### src/rtl/display_controller.sv
// display_controller: 8-bit to 4-digit seven-segment converter with double-dabble FSM and digit scan
module display_controller #(
  parameter int SCAN_DIV = 1000
) (
  input  logic       sys_clk,
  input  logic       rst,
  input  logic       load,
  input  logic [7:0] value,
  input  logic       signed_mode,
  output logic       busy,
  output logic [7:0] segments,
  output logic [3:0] digit
);
  localparam logic [1:0] IDLE = 2'd0, SHIFT = 2'd1, COMMIT = 2'd2;
  localparam int PW = SCAN_DIV > 1 ? $clog2(SCAN_DIV) : 1;
  localparam logic [69:0] FONT = {7'h6F, 7'h7F, 7'h07, 7'h7D, 7'h6D, 7'h66, 7'h4F, 7'h5B, 7'h06, 7'h3F};
  function automatic logic [6:0] font(input logic [3:0] d);
    return FONT[7*d +: 7];
  endfunction
  function automatic logic [3:0] nib(input logic [3:0] d);
    return d >= 4'd5 ? d + 4'd3 : d;
  endfunction
  logic [1:0] state_q, state_d;
  logic neg_q, neg_d;
  logic [7:0] mag_q, mag_d;
  logic [11:0] bcd_q, bcd_d, adj;
  logic [2:0] cnt_q, cnt_d;
  logic pend_v_q, pend_v_d, pend_sgn_q, pend_sgn_d;
  logic [7:0] pend_val_q, pend_val_d;
  logic [3:0][6:0] glyph_q, glyph_d;
  logic [PW-1:0] presc_q, presc_d;
  logic [1:0] idx_q, idx_d;
  logic [7:0] src_val;
  logic src_neg, start, tc;
  // In COMMIT a same-cycle load is newer than the slot, so it wins.
  assign src_val = (state_q == COMMIT && !load) ? pend_val_q : value;
  assign src_neg = ((state_q == COMMIT && !load) ? pend_sgn_q : signed_mode) & src_val[7];
  assign start = (state_q == IDLE && load) || (state_q == COMMIT && (load || pend_v_q));
  assign adj = {nib(bcd_q[11:8]), nib(bcd_q[7:4]), nib(bcd_q[3:0])};
  assign tc = presc_q == PW'(SCAN_DIV - 1);
  assign busy = state_q != IDLE;
  assign digit = 4'b0001 << idx_q;
  assign segments = {1'b1, ~glyph_q[idx_q]};
  always_comb begin
    state_d = state_q;
    neg_d = neg_q;
    mag_d = mag_q;
    bcd_d = bcd_q;
    cnt_d = cnt_q;
    pend_v_d = pend_v_q;
    pend_val_d = pend_val_q;
    pend_sgn_d = pend_sgn_q;
    glyph_d = glyph_q;
    presc_d = tc ? '0 : presc_q + 1'b1;
    idx_d = tc ? idx_q + 2'd1 : idx_q;
    if (state_q == SHIFT) begin
      {bcd_d, mag_d} = {adj, mag_q} << 1;
      cnt_d = cnt_q + 3'd1;
      state_d = cnt_q == 3'd7 ? COMMIT : SHIFT;
      if (load) {pend_v_d, pend_val_d, pend_sgn_d} = {1'b1, value, signed_mode};
    end
    if (state_q == COMMIT) begin
      glyph_d = {neg_q ? 7'h40 : 7'h00,
                 bcd_q[11:8] == 4'd0 ? 7'h00 : font(bcd_q[11:8]),
                 bcd_q[11:4] == 8'd0 ? 7'h00 : font(bcd_q[7:4]),
                 font(bcd_q[3:0])};
      pend_v_d = 1'b0;
      state_d = IDLE;
    end
    if (start) begin
      state_d = SHIFT;
      neg_d = src_neg;
      mag_d = src_neg ? ~src_val + 8'd1 : src_val;
      bcd_d = '0;
      cnt_d = '0;
    end
  end
  always_ff @(posedge sys_clk) begin
    if (rst) begin
      state_q <= IDLE;
      neg_q <= 1'b0;
      mag_q <= '0;
      bcd_q <= '0;
      cnt_q <= '0;
      pend_v_q <= 1'b0;
      pend_val_q <= '0;
      pend_sgn_q <= 1'b0;
      glyph_q <= {7'h00, 7'h00, 7'h00, 7'h3F};
      presc_q <= '0;
      idx_q <= '0;
    end else begin
      state_q <= state_d;
      neg_q <= neg_d;
      mag_q <= mag_d;
      bcd_q <= bcd_d;
      cnt_q <= cnt_d;
      pend_v_q <= pend_v_d;
      pend_val_q <= pend_val_d;
      pend_sgn_q <= pend_sgn_d;
      glyph_q <= glyph_d;
      presc_q <= presc_d;
      idx_q <= idx_d;
    end
  end
endmodule

### config.mk
export PLATFORM = sky130hd
export DESIGN_NAME = display_controller
export DESIGN_NICKNAME = d
export VERILOG_FILES = /design/src/rtl/display_controller.sv
export SDC_FILE = /design/constraint.sdc
export NUM_CORES = 1
export LEC_CHECK = 0
export CAP_MARGIN = 40
export CELL_PAD_IN_SITES_DETAIL_PLACEMENT = 2
export CELL_PAD_IN_SITES_GLOBAL_PLACEMENT = 2
export CORE_MARGIN = 4
export CORE_UTILIZATION = 30
export DETAILED_ROUTE_END_ITERATION = 7
export PLACE_DENSITY = 0.72
export SLEW_MARGIN = 20
export SYNTH_ARGS = -nofsm -noshare
export SYNTH_HDL_FRONTEND = slang
export SYNTH_SLANG_ARGS = --single-unit
export TNS_END_PERCENT = 5
### constraint.sdc
create_clock -name sys_clk -period 3.4 [get_ports sys_clk]
set_input_delay 0.34 -clock sys_clk [delete_from_list [all_inputs] [get_ports sys_clk]]
set_output_delay 0.34 -clock sys_clk [all_outputs]
set_load 0.02 [all_outputs]
## After elaboration in Yosys (flattened, before gate mapping)

Index checks and enable logic that the tools add are counted.

- Bitwise gates (word level): 3
- Reduce and logical (&&, ||, !) cells: 17
- $lt $le $gt $ge: 4
- Mux-type cells: 17
- Divide/modulo/power cells: 0
- $add $sub $neg: 7
- Equal/unequal tests: 4
- Shift operators: 4
- Multiply operators: 3

Operators by type and width:

| kind | number |
|---|---|
| indexed part select 70 x 8 -> 7 bit, first input constant | 3 |
| two-way mux 8 bit | 4 |
| two-way mux 7 bit | 4 |
| multiplier 3 x 4 -> 7 bit, first input constant | 3 |
| binary-select mux 7 bit (select 2 bit) | 1 |
| greater-or-equal comparator 4 x 3 -> 1 bit, second input constant | 3 |
| adder 10 x 1 -> 10 bit, second input constant | 1 |
| equality test 10 bit, second input constant | 1 |
| adder 4 x 2 -> 4 bit, second input constant | 2 |
| adder 8 x 1 -> 8 bit, second input constant | 1 |
| zero test 8 bit | 1 |
| two-way mux 4 bit | 2 |
| NOT 8 bit | 1 |
| NOT 7 bit | 1 |
| OR reduction 2 bit | 3 |
| zero test 4 bit | 1 |
| two-way mux 1 bit | 4 |
| nonzero test 2 bit | 2 |
| left shift 1 x 2 -> 4 bit, first input constant | 1 |
| adder 3 x 1 -> 3 bit, second input constant | 1 |
| adder 3 x 2 -> 3 bit, second input constant | 1 |
| equality test 3 bit, second input constant | 1 |
| logical AND 1 bit | 3 |
| less-than comparator 2 x 3 -> 1 bit, second input constant | 1 |
| 12 further kinds | 13 |

- Memory bits (writable): 0
- Input port bits: 12
- Memories: 0
- Bits in registers: 76
- Bits in latches: 0
- Logic and storage cells: 74
- Bits in read-only memories: 0
- Output and inout port bits: 13

## Logic depth before layout (Yosys ltp)

- Word-level depth: 7
- Depth in mapped cells: 7
- Depth with buffers taken out: 7

## Worst setup path before layout

OpenSTA, ideal clock, no wires.

- Path kind: input to register
- From: in load
- To: reg mag_q[6]
- Data required time: 3.267 ns
- Path slack: 1.336 ns
- Stages: 6
- Arrival time: 1.932 ns
- Setup time: 0.133 ns
- Buffers on the path: 1
- Cells stage by stage: buf_2 nor3b_4 mux2_2 or4_2 nand3_1 a31oi_1

- Cells in the longest elaborated chain, start to end: 7
- Elaborated cells between the ends (all ways): 14
- Those cells by class: 1 x add/sub; 4 x mux; 2 x bitwise; 7 x reduce/logical

RTL lines:

| element | RTL line | text |
|---|---|---|
| from (decl) | 7 | `input logic load,` |
| zero test 1 bit | 36, 37 |  |
| logical AND 1 bit | 36, 37 |  |
| two-way mux 8 bit | 36 | `assign src_val = (state_q == COMMIT && !load) ? pend_val_q : value;` |
| NOT 8 bit | 73 | `mag_d = src_neg ? ~src_val + 8'd1 : src_val;` |
| adder 8 x 1 -> 8 bit | 73 |  |
| two-way mux 8 bit | 73 |  |
| two-way mux 8 bit | 70 | `if (start) begin` |
| to (signal assigned) | 94 | `mag_q <= mag_d;` |
| to (decl) | 25 | `logic [7:0] mag_q, mag_d;` |

Parallel ways exist; a longest one is shown, timed or not.
A chain may end at the register's enable or synchronous reset.

## Final worst setup path

- From: reg idx_q[0]
- To: out segments[6]

- Cells in the longest elaborated chain, start to end: 3

RTL lines:

| element | RTL line | text |
|---|---|---|
| from (decl) | 32 | `logic [1:0] idx_q, idx_d;` |
| from (signal assigned) | 102 | `idx_q <= idx_d;` |
| binary-select mux 7 bit (select 2 bit) | 43 | `assign segments = {1'b1, ~glyph_q[idx_q]};` |
| two-way mux 7 bit (not written as such) | 43 |  |
| NOT 7 bit | 43 |  |
| to (decl) | 11 | `output logic [7:0] segments,` |

Every way passes these cells. The select of a mux whose other input is x is not followed.

==> summary.md <==
| Metric | Value |
|---|---|
| P_int | 1.55 mW |
| Post-synth cell types | 49 |
| Flops & latches, synth | 70 |
| Sequential power share | 0.420 |
| Fin crit share | 0.787 |
| Layout overhead on the synthesized area | 18.5% |
| YS warnings | 0 |
| Sequential share of the synthesized area | 0.363 |
| Post-synth ARST share | 0 |
| Worst-path cell chain | mux4_2 > inv_1 > clkdlybuf4s50_1 |
| GRT Overall Usage | 0.164 |
| Layout cells sized above 1 | 0.0736 |
| Die Span Y | 121 µm |
| Post-route ant nets | 0 |
| Max_cap viols | 0 |
| Vias per cell | 5.02 |
| Syn Std Cell Area | 3860 µm² |
| # setup viols final | 0 |
| Total gr overflow | 0 |
| Maximum vdd drop | 0.000222 V |
| Unrepaired setup endpoints after global routing | false |
| Post_cts resized | 0 |
| Number of global-route vias before repair | 3627 |
| Comb pwr share | 0.079 |
| H-tree depth | 3 |
| Worst min path class | flip-flop to flip-flop |
| Syn Inst Count | 470 |
| Initial DRC Count | 111 |
| Rows | 41 |
| Worst setup EP type | output port |
| Setup Buffers After CTS | 0 |
| Initial Util | 0.306 |
| Leakage | 1.70 nW |
| Avg Inst Size Synth | 8.22 µm² |
| Register area | 1400 µm² |
| Clock power share | 0.501 |
| Max-Slew Margin vs Limit | 0.557 |
| # fillers | 1470 |
| CTS sink count | 70 |
| Sw power | 505 µW |
| CTS tree | built |
| IO buf count | 23 |
| Clock root buffer | clkbuf_16 |
| Antenna diodes | 0 |
| Critical Path AT | 2.34 ns |
| Nets@finish | 523 |
| Total CTS buffers | 9 |
| Initial antenna violation count | 0 |
| Multi-input gate area | 2290 µm² |
| Final Skew | 0.00669 ns |
| Maximum clock path buffer count | 2 |
| Min Tclk post-route | 2.68 ns |
| Detailed placer's ending HPWL | 8220 µm |
| Ports | 25 |
| Count of pins over their slew limit | 0 |
| Measured slew at the worst slew-check pin | 0.664 ns |
| Max Fclk | 374 MHz |
| Most frequent cells in the layout | 70 x dfxtp_1, 61 x nor2_1, 58 x nand2_1, 45 x a21oi_1, 27 x ha_1 |
| Post-Place Setup Slack | 0.804 ns |
| TritonRoute pass-1 iters | 4 |
| Hold_buf cts | 0 |
| Setup tns final | 0 ns |
| Core ar. | 12600 µm² |
| Gp weighted congestion | 0.807 |
| EDFF count, synth | 0 |
| Final hold violation count | 0 |
| Clock network latency to the later pin of the worst-skew pair | 0.34 ns |
| Crit-path max cell delay | 0.73 ns |
| Remaining DRCs | 0 |
| Worst r2r path cells | 6 |
| DIE WIDTH | 121 µm |
| Pwr/cell area | 449 nW/µm² |
| Worst endpoint required time | 3.06 ns |
| Post-DR wirelength/cell | 17.0 µm |
| Die Area | 14800 µm² |
| Status | complete, no violations |
| Most common cell after layout, fill and taps aside | dfxtp_1 |
| Hold path cells | 1 |
| Crit start category | flip-flop |
| Via count | 3315 |
| Kind of critical path | flip-flop to output port |
| Crit-path slowest cell | dfxtp_1 |
| Switching Share | 0.246 |
| Ys flop type | dfxtp_1 |
| Largest net degree at the start of global routing | 25 |
| Crit Path Max Fanout | 11 |
| Clock slew at reported path FFs | 0.06 ns |
| First-pass GRT wire length | 18800 µm |
| Syn nets | 509 |
| Final wirelength | 11300 µm |
| Slack of the critical path | 0.725 ns |
[registers in the layout, indices dropped and copies added, names as in the netlist, 2 cells and up]
signal / cells
cnt_q: 3
pend_val_q: 8
bcd_q: 12
mag_q: 8
idx_q: 2
glyph_q: 22
presc_q: 10
state_q: 2
[synthesized netlist by cell type, types with 2 or more instances]
cell type,number,area share
a211oi_1,8,0.016
a21o_1,4,0.0078
a21oi_1,45,0.058
a311oi_1,3,0.0068
a31oi_1,2,0.0032
and2_1,3,0.0049
and3_1,2,0.0032
buf_4,3,0.0058
clkbuf_1,22,0.021
dfxtp_1,70,0.36
ha_1,27,0.087
inv_1,15,0.015
mux2_2,2,0.0058
mux2i_1,20,0.052
nand2_1,58,0.056
nand2b_1,11,0.018
nand3_1,12,0.016
nand4_1,2,0.0032
nor2_1,61,0.059
nor2b_1,3,0.0049
nor3_1,10,0.013
nor3b_1,3,0.0058
o211ai_1,4,0.0078
o21ai_0,23,0.030
o21bai_1,3,0.0058
o22a_1,5,0.011
o311ai_0,2,0.0045
o31ai_1,2,0.0039
or2_2,2,0.0032
or4_4,2,0.0058
xnor2_1,15,0.034
xor2_1,9,0.020
[kinds of logic after synthesis]
| family | Yosys count | share of synthesized area |
|---|---|---|
| xor gates and xnor gates | 24 | 0.0544 |
| AOI/OAI and AO/OA | 106 | 0.167 |
| buffers and inverters | 42 | 0.0441 |
| DFF | 70 | 0.363 |
| muxes | 23 | 0.0635 |
| other | 1 | 0.000971 |
| and+or+nand+nor | 177 | 0.219 |
| adders and majority gates | 27 | 0.0875 |
[power by group through the flow]
stage	registers (mW)	clock network (mW)	logic, mW
floorplan	0.872	0	0.108
global placement	0.880	0	0.155
detailed placement	0.881	0	0.164
CTS	0.863	1.07	0.167
global route	0.866	1.12	0.183
finish	0.863	1.03	0.163
[worst paths after layout]
| kind | slack (ns) | from | endpoint |
|---|---|---|---|
| setup reg to reg | 1.23 | state_q[1] | mag_q[1] |
| hold / removal | 0.44 | presc_q[0] | presc_q[0] |
| hold reg to reg | 0.44 | presc_q[0] | presc_q[0] |
| setup / recovery | 0.72 | idx_q[0] | segments[6] |
[layout make-up]
class,instances,share of cell area
multi-input cells,358,0.501
flip-flops and latches,70,0.306
repair buffers,30,0.0634
clock buffers,9,0.0492
well taps,172,0.0470
clock inverters,7,0.0208
inverters,15,0.0123
[through the flow]
| stage | hold WS (ns) | instance area (µm²) | std cells | power, mW | utilization |
|---|---|---|---|---|---|
| floorplan | 0.413 | 3860 | 470 | 0.980 | - |
| global placement | 0.427 | 4230 | 643 | 1.04 | 0.335 |
| detailed placement | 0.442 | 4250 | 644 | 1.04 | 0.337 |
| CTS | 0.450 | 4570 | 660 | 2.10 | 0.362 |
| global route | 0.465 | 4580 | 661 | 2.17 | 0.363 |
| finish | 0.443 | 4580 | 661 | 2.06 | 0.363 |
[routing by layer]
metal | vias up | global-route usage | wire (µm)
met3 | 13 | 0.0373 | 257
li1 | 1634 | - | -
met4 | 0 | 0.0539 | 166
met1 | 1641 | 0.195 | 5080
met5 | - | 0 | 0
met2 | 27 | 0.290 | 5760
[critical path: cells and delay by family, from the launching register on]
kind / cells / cell delay, ns
flip-flops: 1 / 0.73
multiplexers: 1 / 0.60
buffers and inverters: 2 / 0.66
No activity file was read; power rests on OpenSTA's default activity.
